**src/rtl/traffic_pkg.sv**
```systemverilog
// Shared lamp encodings, FSM states and default timing for the highway/country
// intersection controller.
package traffic_pkg;

  localparam logic [1:0] RED    = 2'b00;
  localparam logic [1:0] YELLOW = 2'b01;
  localparam logic [1:0] GREEN  = 2'b10;

  localparam int Y2RDELAY_DEF = 3;
  localparam int R2GDELAY_DEF = 2;
  localparam int CNT_W_DEF    = 4;

  typedef enum logic [2:0] {
    S0 = 3'd0,  // highway green
    S1 = 3'd1,  // highway yellow
    S2 = 3'd2,  // all red
    S3 = 3'd3,  // country green
    S4 = 3'd4   // country yellow
  } state_t;

endpackage

```
**src/rtl/tc_dwell_timer.sv**
```systemverilog
// Dwell counter: restarts on load, counts while enabled, flags the terminal count.
module tc_dwell_timer #(
  parameter int CNT_W = 4
) (
  input  logic             clock,
  input  logic             clear,
  input  logic             load,
  input  logic             en,
  input  logic [CNT_W-1:0] tc,
  output logic             done
);

  logic [CNT_W-1:0] cnt;

  always_ff @(posedge clock) begin
    if (clear || load) cnt <= '0;
    else if (en)       cnt <= cnt + 1'b1;
  end

  assign done = (cnt == tc);

endmodule

```
**src/rtl/traffic_controller.sv**
```systemverilog
// Moore FSM for the highway/country intersection; lamps decode from state only.
module traffic_controller
  import traffic_pkg::*;
#(
  parameter int Y2RDELAY = Y2RDELAY_DEF,
  parameter int R2GDELAY = R2GDELAY_DEF,
  parameter int CNT_W    = CNT_W_DEF
) (
  output logic [1:0] hwy,
  output logic [1:0] cntry,
  input  logic       X,
  input  logic       clock,
  input  logic       clear
);

  localparam logic [CNT_W-1:0] Y2R_TC = CNT_W'(Y2RDELAY - 1);
  localparam logic [CNT_W-1:0] R2G_TC = CNT_W'(R2GDELAY - 1);

  state_t           state, state_nxt;
  logic             timed, done, load;
  logic [CNT_W-1:0] tc;

  always_ff @(posedge clock) begin
    if (clear) state <= S0;
    else       state <= state_nxt;
  end

  always_comb begin
    state_nxt = state;
    case (state)
      S0:      if (X)    state_nxt = S1;
      S1:      if (done) state_nxt = S2;
      S2:      if (done) state_nxt = S3;
      S3:      if (!X)   state_nxt = S4;
      S4:      if (done) state_nxt = S0;
      default:           state_nxt = S0;
    endcase
  end

  // Terminal count depends on which timed state is active; S0/S3 never count.
  always_comb begin
    timed = 1'b0;
    tc    = Y2R_TC;
    case (state)
      S1, S4:  timed = 1'b1;
      S2: begin
        timed = 1'b1;
        tc    = R2G_TC;
      end
      default: timed = 1'b0;
    endcase
  end

  assign load = (state_nxt != state);

  tc_dwell_timer #(.CNT_W(CNT_W)) u_timer (
    .clock (clock),
    .clear (clear),
    .load  (load),
    .en    (timed),
    .tc    (tc),
    .done  (done)
  );

  always_comb begin
    hwy   = RED;
    cntry = RED;
    case (state)
      S0:      hwy   = GREEN;
      S1:      hwy   = YELLOW;
      S3:      cntry = GREEN;
      S4:      cntry = YELLOW;
      default: begin
        hwy   = RED;
        cntry = RED;
      end
    endcase
  end

endmodule

```
**config.mk**
```make
export PLATFORM = sky130hd
export DESIGN_NAME = traffic_controller
export DESIGN_NICKNAME = d
export VERILOG_FILES = /design/src/rtl/traffic_pkg.sv /design/src/rtl/tc_dwell_timer.sv /design/src/rtl/traffic_controller.sv
export SDC_FILE = /design/constraint.sdc
export NUM_CORES = 1
export LEC_CHECK = 0
export BUFFER_PORTS_ARGS = -buffer_cell sky130_fd_sc_hd__buf_4
export CAP_MARGIN = 25
export CORE_AREA = 10 10 47 49
export DETAILED_ROUTE_END_ITERATION = 12
export DIE_AREA = 0 0 57 59
export PLACE_DENSITY_LB_ADDON = 0.08
export SYNTH_ARGS = -nofsm -noshare
export SYNTH_HDL_FRONTEND = slang
export SYNTH_SLANG_ARGS = --single-unit
```
**constraint.sdc**
```tcl
create_clock -name clock -period 1.9 [get_ports clock]
set_clock_uncertainty 0.2 [all_clocks]
set_input_delay 0.19 -clock clock [delete_from_list [all_inputs] [get_ports clock]]
set_output_delay 0.19 -clock clock [all_outputs]
set_load 0.05 [all_outputs]
```
==> results of run 1 <==
-- placed cells by master (no fill, tap or decap), types with 2 or more instances in the layout --
cell type / netlist / final
a211oi_1: 5 / 5
and2b_1: 2 / 2
buf_4: 1 / 12
clkbuf_4: 0 / 3
dfxtp_1: 7 / 7
inv_1: 3 / 3
nand2b_1: 2 / 2
nor2_1: 2 / 2
nor3_1: 3 / 2
nor3b_2: 0 / 2
o211ai_1: 2 / 2
o21ai_0: 4 / 4
xor2_1: 4 / 4
-- flip-flops by register name, indices dropped and copies added, names as in the netlist --
name	count
u_timer.cnt	4
state	3
-- cells by family (layout without fill, tap and decap cells) --
| logic type | after synthesis | in the layout | share of synthesized area |
|---|---|---|---|
| AO/OA/AOI/OAI | 15 | 15 | 0.218 |
| flip-flops | 7 | 7 | 0.284 |
| adder cells (fa/ha/maj) | 1 | 1 | 0.0254 |
| multiplexers | 1 | 1 | 0.0203 |
| AND/OR/NAND/NOR | 19 | 19 | 0.310 |
| buffers and inverters | 6 | 20 | 0.0711 |
| XOR/XNOR | 4 | 4 | 0.0711 |
-- what timing repair did --
action | 4_1_cts | 5_1_grt
hold buffers | 1 | 0
endpoints found under the setup margin | 0 | 0
endpoints found under the hold margin | 2 | 0
-- critical path: stages, from the launching register on --
cell and delay (ns):
dfxtp_1 0.43, and2b_1 0.23, and3_4 0.17, or3_4 0.39, a211oi_1 0.23
-- per-stage QoR --
step           hold slack, ns  setup WS, ns
2_1_floorplan          0.0624         0.144
3_3_place_gp            0.172         0.126
3_5_place_dp            0.174         0.161
4_1_cts                0.0910         0.161
5_1_grt                0.0953        0.0178
6_report               0.0958         0.174
-- power groups by stage --
stage	Combinational (mW)	Sequential (mW)	Clock, mW
2_1_floorplan	0.0541	0.158	0
3_3_place_gp	0.0781	0.159	0
3_5_place_dp	0.0779	0.158	0
4_1_cts	0.0800	0.155	0.140
5_1_grt	0.0874	0.156	0.149
6_report	0.0794	0.155	0.132
-- synthesized netlist by cell type, drive strengths merged --
master,count
or3b,1
o211ai,2
a21oi,1
ha,1
inv,3
a211oi,5
o2bb2ai,1
mux2i,1
or3,1
nor2b,1
xor2,4
nor2,2
dfxtp,7
o21a,1
or2b,1
nand2b,2
and4bb,1
nor3,3
nor4b,1
o21ai,4
and2b,2
and3,2
nor3b,2
o31ai,1
buf,3
-- how the worst max path moves through the flow --
stage,start,end
2_1_floorplan,state[0]$_SDFF_PP0_,state[2]$_SDFF_PP0_
3_3_place_gp,state[2]$_SDFF_PP0_,u_timer.cnt[2]$_SDFFE_PP0P_
3_5_place_dp,u_timer.cnt[0]$_SDFFE_PP0P_,u_timer.cnt[3]$_SDFFE_PP0P_
4_1_cts,u_timer.cnt[0]$_SDFFE_PP0P_,u_timer.cnt[3]$_SDFFE_PP0P_
5_1_grt,state[2]$_SDFF_PP0_,u_timer.cnt[1]$_SDFFE_PP0P_
6_report,state[2]$_SDFF_PP0_,u_timer.cnt[3]$_SDFFE_PP0P_
-- cell type report --
class,instances,area share
clock buffer,4,0.0417
timing repair buffer,13,0.159
inverter,3,0.0179
tap,16,0.0317
sequential,7,0.222
multi-input combinational,40,0.528
-- metal layers --
layer	wire [um]	GRT usage	vias to the layer above
li1	-	-	221
met1	511	0.0833	172
met2	422	0.0961	8
met3	51	0.0236	4
met4	21	0.0503	0
met5	0	0	-
==> results by group, run 1 <==
Layout
  – Non-Filler Instances: 83
  – Number of diodes: 0
  – Final nets: 72
  – Layout area overhead: 27.9%
  – Fraction of layout cells with a size suffix above 1: 0.343
  – Fillcell total: 148
  – Reg area: 140 sq um
  – Final core occ: 0.450
  – Final instance area: 631 sq um
  – Multi-input gate area: 333 sq um

Min path
  – Hold wc startpoint: X
  – Hold Crit Depth: 3
  – Hold EP: state[2]$_SDFF_PP0_
  – Hold Crit Class: in -> reg

Setup path
  – WP data arrival: 1.69 ns
  – Depth of the worst register-to-register path: 4
  – Worst EP required: 1.87 ns
  – CP endpoint kind: register
  – Crit path max fanout: 7
  – Critical path launch point type: register
  – R2R Path End: u_timer.cnt[3]$_SDFFE_PP0P_
  – Critical Setup Path Class: reg -> reg
  – Worst r2r src: state[2]$_SDFF_PP0_
  – R2R setup slack: 0.17 ns

Yosys
  – Top cell type's share of synthesized area: 0.284
  – Post-synth top area cell: dfxtp_1
  – YS warnings: 0
  – Synth top area cells: dfxtp_1, a211oi_1, xor2_1
  – Seq cells post-synth: 7
  – Post-synthesis sequential area ratio: 0.284
  – Post-synthesis area per instance: 9.30 sq um
  – Synth unique cells: 28
  – Post-synthesis instance area: 493 sq um
  – Syn nets: 57
  – Syn Inst Count: 53

Die
  – Die Width: 57 um
  – I/O Pins: 7
  – DIE HEIGHT: 59 um
  – Initial Util: 0.352
  – Core Box Area: 0.00140 sq mm
  – Die area: 0.00336 sq mm
  – Row Count: 14

Clock tree
  – Clock Tree Root: clkbuf_4
  – Clk Latency, worst-skew pair: 0.25 ns
  – # clock sinks: 7
  – CTS Buffer Depth: 2
  – Cts repair resizes: 0
  – H-tree levels: 1
  – Num CTS Buffers: 3
  – Clk slew on worst S/H paths: 0.05 ns
  – Setup Buffers After CTS: 0
  – TritonCTS clock tree: yes

Power and ir drop
  – Reg power frac: 0.423
  – P_sw: 0.102 mW
  – Sw Ratio: 0.277
  – P per Cell Area: 582 mW/mm^2
  – Gate power share: 0.216
  – Static leakage: 0.264 nW
  – Final Power: 0.367 mW
  – Pint: 0.265 mW
  – Max IR drop VDD: 283 uV
  – Clock share of power: 0.361

Place
  – DP HPWL: 789 um
  – GPL Wtd Cong: 0.711
  – Cells after DPL: 78
  – Total placed instance area: 594 sq um
  – Input/output buffers: 6

Job
  – Max_cap viols: 0

STA
  – Hold Violations, Final: 0
  – RSZ-0062 raised after global routing: false
  – Setup Viol. Count Final: 0
  – Rel. slew slack: 0.711
  – FMAX: 579 MHz
  – Crit share post-route: 0.909
  – Clock period minus worst slack: 1.73 ns
  – Measured slew at the worst slew-check pin: 0.428 ns
  – Slew Viols, Final: 0
  – Setup_tns: 0 ns

GRT
  – Grt total ovfl: 0
  – First-pass GRT wire length: 1.84 mm
  – Pin count of the biggest net entering global routing: 8
  – Initial antenna violation count: 0
  – GRT Total Usage: 0.0683
  – Vias in the first global route: 416

Routing
  – Drt pass-1 iters: 4
  – WL final: 1.01 mm
  – Wire per inst: 12.1 um
  – ANT nets after route: 0
  – Via density per instance: 4.88
  – Vias after detailed routing: 405
  – DRC Markers: 0
  – Initial DRC count: 4

Outcome
  – Status: completed
Note: power is estimated with default switching activity, not from simulation.
==> run 2: changes to the inputs <==
- BUFFER_PORTS_ARGS: -buffer_cell sky130_fd_sc_hd__buf_4 -> -buffer_cell sky130_fd_sc_hd__buf_2
- clock period: 1.9 -> 2.2 ns (I/O delays scaled with it)
==> run 2 against run 1 <==
Net effect:
- clock power decreased by 11%
- worst setup slack improved by 0.19 ns
- core utilization decreased by 4.0 points
- final cell count decreased by 6.0%
- critical endpoint is now hwy[0]
- critical path type is now reg -> out
- sequential share of layout area increased by 2.2 points
- register-to-register slack improved by 0.22 ns
- cell area decreased by 8.9%
==> results by group, run 2 (synthesis results as in run 1) <==
STA
  – Hold Violations, Final: 0 (unchanged)
  – Slew Viols, Final: 0 (unchanged)
  – Worst setup margin: 0.361 ns (+0.187 ns)
  – Setup Viol. Count Final: 0 (unchanged)
  – Setup_tns: 0 ns (unchanged)
  – Rel. slew slack: 0.677 (-0.0346)
  – Crit share post-route: 0.836
  – FMAX: 544 MHz
  – Clock period minus worst slack: 1.84 ns
  – Hold_ws: 0.125 ns (+0.0294 ns)
  – RSZ-0062 raised after global routing: false
  – Measured slew at the worst slew-check pin: 0.481 ns (+0.0523 ns)

Power and ir drop
  – Pint: 0.219 mW (-17%)
  – Max IR drop VDD: 260 uV (-8.1%)
  – P_sw: 0.0920 mW (-9.6%)
  – Static leakage: 0.236 nW (-10%)
  – Reg power frac: 0.434 (+0.011)
  – Clock share of power: 0.379 (+0.018)
  – Gate power share: 0.186 (-0.030)
  – P per Cell Area: 542 mW/mm^2 (-6.9%)
  – Sw Ratio: 0.296 (+0.0184)
  – Final Power: 0.311 mW (-15%)

Clock tree
  – Cts repair resizes: 0 (unchanged)
  – # clock sinks: 7 (unchanged)
  – TritonCTS clock tree: yes
  – Clk Latency, worst-skew pair: 0.25 ns (about the same)
  – Cts hold-fix bufs: 1 (unchanged)
  – Clk slew on worst S/H paths: 0.06 ns (about the same)
  – H-tree levels: 1 (unchanged)
  – Num CTS Buffers: 3 (unchanged)
  – CTS Buffer Depth: 2 (unchanged)
  – Clock Tree Root: clkbuf_4
  – Setup Buffers After CTS: 0 (unchanged)

Place
  – GPL Wtd Cong: 0.732 (+3.0%)
  – Cells after DPL: 73 (-6.4%)
  – Input/output buffers: 6 (unchanged)
  – DP HPWL: 772 um (-2.1%)
  – Setup WS pre-CTS: 0.384 ns (+0.223 ns)

Layout
  – Layout area overhead: 16.5%
  – Final nets: 67 (-6.9%)
  – Number of diodes: 0 (unchanged)
  – Largest registers: u_timer.cnt (4), state (3)
  – Biggest register: u_timer.cnt
  – Largest register FFs: 4 (unchanged)
  – Fillcell total: 159 (+7.4%)
  – Fraction of layout cells with a size suffix above 1: 0.290 (-0.0530)
  – Most common library cell in the layout ignoring fill and taps: dfxtp_1
  – Non-Filler Instances: 78 (-6.0%)
  – Reg area: 140 sq um (unchanged)
  – Multi-input gate area: 328 sq um (-1.5%)
  – Commonest non-fill, non-tap cells in the layout: dfxtp_1, buf_2, a211oi_1

Min path
  – Hold Crit Class: in -> reg

Routing
  – Initial DRC count: 1 (-3)
  – Vias after detailed routing: 391 (-3.5%)
  – Wire per inst: 12.5 um (+3.1%)
  – Via density per instance: 5.01 (+2.7%)
  – DRC Markers: 0 (unchanged)
  – Drt pass-1 iters: 2 (-2)
  – ANT nets after route: 0 (unchanged)
  – WL final: 974 um (-3.1%)

Setup path
  – Worst setup endpoint: hwy[0]
  – WP data arrival: 1.42 ns (-0.27 ns)
  – R2R setup slack: 0.39 ns (+0.22 ns)
  – Critical path launch point type: register
  – Depth of the worst register-to-register path: 4 (unchanged)
  – Critical Setup Path Class: reg -> out
  – R2R Path End: u_timer.cnt[1]$_SDFFE_PP0P_
  – Worst EP required: 1.78 ns (-0.09 ns)
  – Crit path from: state[1]$_SDFF_PP0_
  – Crit path max fanout: 12 (+5)
  – Worst r2r src: state[2]$_SDFF_PP0_
  – CP endpoint kind: output port

Outcome
  – Status: completed

GRT
  – First-pass GRT wire length: 1.77 mm (-4.1%)
  – Pin count of the biggest net entering global routing: 13 (+5)
  – Vias in the first global route: 420 (+0.96%)
  – GRT Total Usage: 0.0635 (-0.00484)
  – Grt total ovfl: 0 (unchanged)
  – Initial antenna violation count: 0 (unchanged)

Die
  – Initial Util: 0.352 (unchanged)
  – Row Count: 14 (unchanged)
  – I/O Pins: 7 (unchanged)
  – Die area: 0.00336 sq mm (unchanged)
  – Core Box Area: 0.00140 sq mm (unchanged)
  – Die Width: 57 um (unchanged)
  – DIE HEIGHT: 59 um (unchanged)

Job
  – Max_cap viols: 0 (unchanged)
## run 2: per-stage QoR
stage,utilization,cell area [sq um]
2_1_floorplan,-,503
4_1_cts,0.410,574
3_5_place_dp,0.383,537
3_3_place_gp,0.383,537
6_report,0.410,574
5_1_grt,0.410,574
## run 2: critical path: stages, from the launching register on
cell and delay, ns:
dfxtp_1 0.41, or3b_1 0.44, inv_1 0.06, buf_2 0.25
## run 2: routing by layer
| layer | vias up | part of all wire | GRT usage |
|---|---|---|---|
| met4 | 0 | 0.0092 | 0.0201 |
| li1 | 212 | - | - |
| met1 | 173 | 0.49 | 0.0735 |
| met3 | 2 | 0.032 | 0.0215 |
| met5 | - | 0 | 0 |
| met2 | 4 | 0.47 | 0.107 |
## run 2: area by class of cell
cell class / instances / area share
well taps: 16 / 0.0349
multi-input cells: 40 / 0.571
clock inverters: 1 / 0.00871
flip-flops and latches: 7 / 0.244
inverters: 3 / 0.0196
repair buffers: 8 / 0.0828
clock buffers: 3 / 0.0392
## run 2: how the worst min path moves through the flow
| stage | start | end | slack, ns | cells past startpoint |
|---|---|---|---|---|
| 3_5_place_dp | clear | state[1]$_SDFF_PP0_ | 0.22 | 2 |
| 4_1_cts | X | state[2]$_SDFF_PP0_ | 0.12 | 3 |
| 3_3_place_gp | clear | state[0]$_SDFF_PP0_ | 0.22 | 2 |
| 2_1_floorplan | clear | state[0]$_SDFF_PP0_ | 0.09 | 1 |
| 6_report | X | state[2]$_SDFF_PP0_ | 0.13 | 3 |
| 5_1_grt | X | state[2]$_SDFF_PP0_ | 0.15 | 3 |
## run 2: power by group through the flow
stage          registers, mW  logic [mW]  clock network, mW
2_1_floorplan          0.136      0.0458                  0
3_3_place_gp           0.138      0.0582                  0
3_5_place_dp           0.138      0.0575                  0
4_1_cts                0.135      0.0592              0.124
5_1_grt                0.136      0.0651              0.132
6_report               0.135      0.0580              0.118
==> run 3: changes to the inputs <==
- clock period: 2.2 -> 1.5 ns (I/O delays scaled with it)
==> run 3 against run 2 <==
Net effect:
- the flow now finishes with violations (setup timing)
- sequential power up 44%
- critical endpoint unchanged
- critical path depth up 1
- worst setup slack worse by 0.54 ns
- power up 71%
- combinational power rose to 2.7 times the previous value
- global-route usage up 2.0 points
- critical path type unchanged
- non-clock buffer count up 20
- register-to-register slack worse by 0.54 ns
- cell area up 47%
==> results by group, run 3 (synthesis results as in run 1) <==
STA
  – Hold Violations, Final: 0 (unchanged)
  – Crit share post-route: 1.12
  – Clock period minus worst slack: 1.68 ns
  – Setup_tns: -0.812 ns (-0.812 ns)
  – Rel. slew slack: 0.819 (+0.142)
  – Measured slew at the worst slew-check pin: 0.271 ns (-0.210 ns)
  – FMAX: 596 MHz
  – Slew Viols, Final: 0 (unchanged)
  – Setup Viol. Count Final: 7 (+7)
  – Worst setup margin: -0.178 ns (-0.539 ns)
  – RSZ-0062 raised after global routing: true

Setup path
  – Worst-path cell chain: or3b_4 -> buf_6 -> inv_4 -> buf_8
  – Max incr delay on CP: 0.41 ns (-0.03 ns)
  – WP data arrival: 1.33 ns (-0.09 ns)
  – Worst EP required: 1.15 ns (-0.63 ns)
  – Critical path launch point type: register
  – Buf/Inv on CP: 3 (+1)
  – Cell at the slowest stage of the critical path: or3b_4
  – Critical Setup Path Class: reg -> out
  – CP endpoint kind: output port
  – Crit path max fanout: 6 (-6)
  – Crit path max-delay family: simple AND/OR/NAND/NOR gates

Die
  – Initial Util: 0.352 (unchanged)
  – Core Box Area: 0.00140 sq mm (unchanged)
  – DIE HEIGHT: 59 um (unchanged)
  – I/O Pins: 7 (unchanged)
  – Die Width: 57 um (unchanged)
  – Row Count: 14 (unchanged)
  – Die area: 0.00336 sq mm (unchanged)

Outcome
  – Violated checks: setup timing
  – Status: complete, but fails checks

Clock tree
  – H-tree levels: 1 (unchanged)
  – Clk Latency, worst-skew pair: 0.26 ns (about the same)
  – Clk slew on worst S/H paths: 0.06 ns (about the same)
  – Clock Tree Root: clkbuf_4
  – Num CTS Buffers: 3 (unchanged)
  – # clock sinks: 7 (unchanged)
  – TritonCTS clock tree: yes
  – CTS Buffer Depth: 2 (unchanged)

Routing
  – Wire per inst: 13.0 um (+4.1%)
  – Drt pass-1 iters: 4 (+2)
  – Initial DRC count: 4 (+3)
  – DRC Markers: 0 (unchanged)
  – Via density per instance: 5.16 (+3.0%)
  – Vias after detailed routing: 506 (+29%)
  – ANT nets after route: 0 (unchanged)
  – WL final: 1.27 mm (+31%)

Power and ir drop
  – Max IR drop VDD: 364 uV (+40%)
  – P per Cell Area: 633 mW/mm^2 (+17%)
  – Static leakage: 0.356 nW (+51%)

Place
  – DP HPWL: 894 um (+16%)
  – Input/output buffers: 6 (unchanged)
  – GPL Wtd Cong: 0.792 (+8.2%)

Layout
  – Commonest non-fill, non-tap cells in the layout: buf_4, a211oi_2, buf_6
  – Most common library cell in the layout ignoring fill and taps: buf_4
  – Final nets: 87 (+30%)
  – Layout area overhead: 70.8%
  – Final core occ: 0.601 (+0.191)
  – Largest register FFs: 4 (unchanged)
  – Number of diodes: 0 (unchanged)
  – Biggest register: u_timer.cnt
  – Largest registers: u_timer.cnt (4), state (3)
  – Fraction of layout cells with a size suffix above 1: 0.659 (+0.368)

GRT
  – Vias in the first global route: 511 (+22%)
  – Grt total ovfl: 0 (unchanged)
  – First-pass GRT wire length: 2.22 mm (+26%)
  – Pin count of the biggest net entering global routing: 8 (-5)
  – Initial antenna violation count: 0 (unchanged)
  – GRT Total Usage: 0.0834 (+0.0199)

Job
  – Max_cap viols: 0 (unchanged)

Min path
  – Hold Crit Class: in -> reg
-- run 3: changes by cell type in the layout (fill, tap and decap cells not counted), sizes merged --
cell,delta
buf,+20
clkbuf,+1
clkinv,-1
-- run 3: power by group --
| part | switching, mW | internal [mW] | total [mW] |
|---|---|---|---|
| Combinational | 0.0772 | 0.0779 | 0.155 |
| Sequential | 0.00645 | 0.188 | 0.194 |
| Clock | 0.0818 | 0.102 | 0.184 |
| Total | 0.165 | 0.368 | 0.533 |
-- run 3: worst paths after layout --
path	end	startpoint	cells past startpoint	slack, ns
worst max-delay path	hwy[0]	state[1]$_SDFF_PP0_	4	-0.18
worst min-delay path	state[2]$_SDFF_PP0_	X	3	0.04
worst max register to register	u_timer.cnt[2]$_SDFFE_PP0P_	state[2]$_SDFF_PP0_	4	-0.15
worst min register to register	state[1]$_SDFF_PP0_	state[2]$_SDFF_PP0_	2	0.40
-- run 3: final cells by class --
type	instances	area (sq um)
Clock buffer	4	26.3
Fill cell	118	559
Inverter	3	16.3
Multi-Input combinational cell	40	387
Sequential cell	7	154
Tap cell	16	20.0
Timing Repair Buffer	28	239
-- run 3: timing repair --
action / 4_1_cts / 5_1_grt
pin swaps: 7 / 2
setup buffers: 5 / 1
hold buffers: 1 / 0
endpoints found under the hold margin: 2 / 0
endpoints found under the setup margin: 9 / 11
resized for setup: 23 / 6
-- run 3: routing by layer --
metal | track usage | wire [um] | vias to the layer above
li1 | - | - | 252
met1 | 0.0831 | 525 | 239
met2 | 0.140 | 645 | 10
met3 | 0.0322 | 67 | 5
met4 | 0.0604 | 35 | 0
met5 | 0 | 0 | -
-- run 3: metrics by stage --
stage | power, mW | worst slack (ns) | area, sq um | cells | hold slack, ns
after floorplan | 0.279 | -0.123 | 552 | 53 | 0.0153
after detailed placement | 0.317 | -0.153 | 687 | 87 | 0.152
final | 0.533 | -0.178 | 842 | 98 | 0.0413
after CTS | 0.531 | -0.190 | 818 | 97 | 0.0354
after global routing | 0.565 | -0.230 | 842 | 98 | 0.0488
after global placement | 0.319 | -0.179 | 687 | 87 | 0.161
-- run 3: worst min-delay path: cells and delay by family --
family | cells | cell delay (ns)
and+or+nand+nor | 1 | 0.04
buffers and inverters | 1 | 0.10
AOI/OAI and AO/OA | 1 | 0.18
